$ cat src/rtl/n64_sync_gen.sv
// rtl/n64_sync_gen.sv - N64 video bus timing source: nDSYNC cadence and {nVSYNC,nCLAMP,nHSYNC,nCSYNC}
// Frame height is derived from the half-frame line count: progressive L=LH+1, interlaced L=2*LH+1.
module n64_sync_gen #(
    parameter int H_TOTAL_NTSC = 773,
    parameter int H_TOTAL_PAL  = 794,
    parameter int HSYNC_LEN    = 57,
    parameter int CLAMP_LEN    = 20,
    parameter int VSYNC_LINES  = 3,
    parameter int LH_NTSC      = 262,
    parameter int LH_PAL       = 312
) (
    input  logic       VCLK,
    input  logic       RST,
    input  logic [1:0] vinfo_i,
    output logic       nDSYNC,
    output logic [3:0] Sync_o,
    output logic       field_o,
    output logic [1:0] vinfo_o
);

    localparam logic [9:0] HT_N   = 10'(H_TOTAL_NTSC);
    localparam logic [9:0] HT_P   = 10'(H_TOTAL_PAL);
    localparam logic [9:0] HS_W   = 10'(HSYNC_LEN);
    localparam logic [9:0] CL_END = 10'(HSYNC_LEN + CLAMP_LEN);
    localparam logic [9:0] VS_W   = 10'(VSYNC_LINES);
    localparam logic [9:0] LH_N   = 10'(LH_NTSC);
    localparam logic [9:0] LH_P   = 10'(LH_PAL);

    logic [1:0] ph_q, ph_d;
    logic       ndsync_q, ndsync_d;
    logic [9:0] hcnt_q, hcnt_d;
    logic [9:0] vcnt_q, vcnt_d;
    logic [3:0] sync_q, sync_d;
    logic       field_q, field_d;
    logic [1:0] vinfo_q, vinfo_d;

    logic       tick;
    logic [9:0] h_total, h_half, lh, v_last;
    logic       h_last, vs_a, vs_b, n_v, n_h, n_cl, n_cs;

    always_comb begin
        tick    = (ph_q == 2'd3);
        h_total = vinfo_q[1] ? HT_P : HT_N;
        h_half  = h_total >> 1;
        lh      = vinfo_q[1] ? LH_P : LH_N;
        v_last  = vinfo_q[0] ? {lh[8:0], 1'b0} : lh;
        h_last  = (hcnt_q == h_total - 10'd1);

        // Field B vsync spans from mid-line Lh to mid-line Lh+VSYNC_LINES.
        vs_a = (vcnt_q < VS_W);
        vs_b = vinfo_q[0] &&
               (((vcnt_q == lh) && (hcnt_q >= h_half)) ||
                ((vcnt_q > lh) && (vcnt_q < lh + VS_W)) ||
                ((vcnt_q == lh + VS_W) && (hcnt_q < h_half)));
        n_v  = ~(vs_a | vs_b);
        n_h  = ~(hcnt_q < HS_W);
        n_cl = ~(n_v && (hcnt_q >= HS_W) && (hcnt_q < CL_END));
        n_cs = ~(n_h ^ n_v);

        ph_d     = ph_q + 2'd1;
        ndsync_d = ~tick;
        hcnt_d   = hcnt_q;
        vcnt_d   = vcnt_q;
        sync_d   = sync_q;
        field_d  = field_q;
        vinfo_d  = vinfo_q;

        if (tick) begin
            sync_d = {n_v, n_cl, n_h, n_cs};
            if ((vcnt_q == 10'd0) && (hcnt_q == 10'd0)) begin
                field_d = 1'b0;
            end else if (vinfo_q[0] && (vcnt_q == lh) && (hcnt_q == h_half)) begin
                field_d = 1'b1;
            end
            if (h_last) begin
                hcnt_d = 10'd0;
                if (vcnt_q == v_last) begin
                    vcnt_d  = 10'd0;
                    vinfo_d = vinfo_i;
                end else begin
                    vcnt_d = vcnt_q + 10'd1;
                end
            end else begin
                hcnt_d = hcnt_q + 10'd1;
            end
        end
    end

    always_ff @(posedge VCLK) begin
        if (RST) begin
            ph_q     <= 2'd0;
            ndsync_q <= 1'b1;
            hcnt_q   <= 10'd0;
            vcnt_q   <= 10'd0;
            sync_q   <= 4'b1111;
            field_q  <= 1'b0;
            vinfo_q  <= vinfo_i;
        end else begin
            ph_q     <= ph_d;
            ndsync_q <= ndsync_d;
            hcnt_q   <= hcnt_d;
            vcnt_q   <= vcnt_d;
            sync_q   <= sync_d;
            field_q  <= field_d;
            vinfo_q  <= vinfo_d;
        end
    end

    assign nDSYNC  = ndsync_q;
    assign Sync_o  = sync_q;
    assign field_o = field_q;
    assign vinfo_o = vinfo_q;

endmodule

$ cat config.mk
export PLATFORM = sky130hd
export DESIGN_NAME = n64_sync_gen
export DESIGN_NICKNAME = d
export VERILOG_FILES = /design/src/rtl/n64_sync_gen.sv
export SDC_FILE = /design/constraint.sdc
export NUM_CORES = 1
export LEC_CHECK = 0
export ABC_CLOCK_PERIOD_IN_PS = 6300
export BUFFER_PORTS_ARGS = -buffer_cell sky130_fd_sc_hd__buf_4
export CAP_MARGIN = 20
export CORE_ASPECT_RATIO = 1.75
export CORE_MARGIN = 2
export CORE_UTILIZATION = 40
export CTS_CLUSTER_SIZE = 20
export DETAILED_ROUTE_END_ITERATION = 7
export GPL_TIMING_DRIVEN = 0
export HOLD_SLACK_MARGIN = 0.05
export SLEW_MARGIN = 0
export SYNTH_ARGS = -nofsm -noshare
export SYNTH_HDL_FRONTEND = slang
export SYNTH_SLANG_ARGS = --single-unit
$ cat constraint.sdc
create_clock -name VCLK -period 6.3 [get_ports VCLK]
set_clock_uncertainty 0.1 [all_clocks]
set_input_delay 1.26 -clock VCLK [delete_from_list [all_inputs] [get_ports VCLK]]
set_output_delay 1.26 -clock VCLK [all_outputs]
set_load 0.01 [all_outputs]
==> flow_summary.yaml <==
run_status:
  outcome: "finished clean"
final_layout:
  final_cells: 276
  antenna_cells: 0
  fillers: 468
  final_cell_mix: "dfxtp_1 (28), nor2_1 (26), ha_1 (19)"
  final_common_cell: "dfxtp_1"
  fin_nets: 248
  syn2layout_area_growth_pct: 12.12
  drive_gt1_frac: 0.1422
placed_design:
  placed_cells: 269
  dp_hpwl_um: 3085
  pre_cts_ws_ns: 3.312
  place_congestion: 0.9243
  io_buffers: 11
die:
  die_h_um: 93.67
  dieArea_mm2: 0.005174
  fp-row-count: 32
  die_w_um: 55.24
  initial_core_util: 0.4173
  coreArea_mm2: 0.004404
  pin_count: 12
sta:
  slew_viol_final: 0
  rsz0062_at_grt: "no"
  slew_headroom: 0.6220
  period_share: 0.4676
  tns_ns: 0
  worst_slack_ns: 3.354
  max_freq_mhz: 339.5
  tightestPinTransition_ns: 0.5628
  finalCriticalPeriod_ns: 2.946
  setup_violations: 0
  hold_violations: 0
synthesis:
  synth.cell_area_mm2: 0.001838
  synth_fa_ha_area_frac: 0.1293
  muxShareOfSynthArea: 0.005446
  syn_inst: 207
  synth_area_leader_cell: "dfxtp_1"
  synth-seq-cells: 30
  synth_area_per_cell_um2: 8.879
  syn_nets: 230
  ys_async_sr_fraction: 0
  synthSimpleGateAreaFrac: 0.2675
  yosys.area.top_type_share: 0.3050
  ys.flop_type: "dfxtp_1"
  ys_types: 45
  synth-compound-area-share: 0.1048
  synth_edf_count: 2
  ys_top_cells_by_area: "dfxtp_1 (30%), ha_1 (13%), xor2_1 (8.1%)"
  synth_top_family_by_area: "simple AND/OR/NAND/NOR gates"
  synth_xor_area_frac: 0.1001
  synth_warnings: 0
  ys_seq_area_frac: 0.3376
setup_path:
  max_stage_delay_ns: 0.57
  cp.arrival_ns: 2.82
  crit_path_max_fanout: 11
  critical-path-top-delay-family: "simple AND/OR/NAND/NOR gates"
  path_cells: "inv_1 -> ha_1 -> nand4bb_1 -> nor4_4 -> or2_2 -> nor2b_1 -> buf_2"
  cp-start-kind: "register"
  slowest_stage: "nor4_4"
  critical_path_class: "reg2reg"
  cp.required_ns: 6.17
  crit_path_end_kind: "register"
  crit_buf_inv: 2
clock_network:
  cts_hold_buffers: 0
  clkSinkCount: 30
  cts_resized: 0
  clockBufferDepth: 2
  cts_root_buf: "clkbuf_8"
  clk_pin_slew_ns: 0.06
  cts_buffers: 5
  cts_max_level: 2
  cts_setup_buffers: 0
  cts_tree: "done"
  clock_latency_ns: 0.28
pwr:
  p_per_area_mw_per_mm2: 180.5
  total_power_w: 0.0003720
  peakVddDrop_mv: 0.1154
  p_leak_nw: 0.8550
grt:
  antenna_found_initial: 0
  grt_usage: 0.1738
  grt_start_max_net_pins: 12
  grt_first_pass_wirelength_um: 7044
  grt.overflow.total: 0
  grt_pass1_vias: 1481
route:
  drc: 0
  via_per_inst: 5.522
  num_vias: 1524
  dr.pass1.iters: 4
  routedWlPerCell_um: 14.84
  drt_iter0_drc: 44
  ant_nets: 0
  drt-total-wl_um: 4095
flow_run:
  cap_violations: 0
worst_hold_path:
  hold_class: "reg2reg"
## area by class of cell
type | count | area (um2) | area share
well taps | 51 | 63.81 | 0.03097
inverters | 10 | 37.54 | 0.01821
clock buffers | 7 | 76.32 | 0.03704
flip-flops and latches | 30 | 620.6 | 0.3012
repair buffers | 11 | 82.58 | 0.04007
multi-input cells | 158 | 1116 | 0.5416
plain buffers | 9 | 63.81 | 0.03097
## synthesized netlist by cell type (2+ instances only)
cell type,instances
buf_4,3
o31ai_1,2
and3_1,3
a211o_1,2
nand4_1,9
or3_1,2
nor3_1,7
o211ai_1,2
xor2_1,17
a21oi_1,6
nor4b_1,2
a31oi_1,3
edfxtp_1,2
and4_1,2
xnor2_1,4
nand2_1,12
nand3_1,7
inv_1,10
nor4_1,4
nor2_1,26
dfxtp_1,28
ha_1,19
o21ai_0,4
nor2b_1,7
buf_6,2
buf_2,3
## worst register-to-register path: stages, from the launching register on
cell and delay, ns:
edfxtp_1 0.52, inv_1 0.30, ha_1 0.32, nand4bb_1 0.25
nor4_4 0.57, or2_2 0.21, nor2b_1 0.11, buf_2 0.25
## metrics by stage
step	instance area (um2)	util	hold slack (ns)
2_1_floorplan	1838	-	0.2992
3_3_place_gp	1984	0.4506	0.3185
3_5_place_dp	1984	0.4506	0.3208
4_1_cts	2061	0.4679	0.3292
5_1_grt	2061	0.4679	0.3501
6_report	2061	0.4679	0.3228
## routing by layer
metal	vias up	part of all wire	global-route usage
met5	-	0	0
met3	10	0.028	0.03030
met4	0	0.030	0.1016
met1	710	0.40	0.1769
met2	29	0.54	0.3244
li1	775	-	-
## cell families (layout without fill, tap and decap cells)
| kind of cell | Yosys count | after routing |
|---|---|---|
| AOI/OAI and AO/OA | 27 | 27 |
| DFF | 30 | 30 |
| buffers and inverters | 19 | 37 |
| muxes | 1 | 1 |
| and+or+nand+nor | 90 | 90 |
| xor gates and xnor gates | 21 | 21 |
| adders and majority gates | 19 | 19 |
## where the power goes
| group | leakage (nW) | total (W) | internal (W) | switching [W] |
|---|---|---|---|---|
| Sequential | 0.245 | 0.000198 | 0.000195 | 0.00000263 |
| Clock | 0.0383 | 0.000146 | 0.0000759 | 0.0000703 |
| Combinational | 0.571 | 0.0000282 | 0.0000127 | 0.0000155 |
| Total | 0.855 | 0.000372 | 0.000284 | 0.0000885 |
## flip-flops by register name, indices dropped and copies added (netlist names)
name / flops
field_o: 1
hcnt_q: 10
Sync_o: 4
nDSYNC: 1
vinfo_o: 2
vcnt_q: 10
ph_q: 2
## final timing paths
kind / startpoint / to / slack, ns / cells after the start
worst max-delay path: vinfo_o[1] / vinfo_o[1] / 3.35 / 7
worst min-delay path: ph_q[0] / ph_q[0] / 0.32 / 1
worst max register to register: vinfo_o[1] / vinfo_o[1] / 3.35 / 7
worst min register to register: ph_q[0] / ph_q[0] / 0.32 / 1
Note: power is estimated with default switching activity, not from simulation.
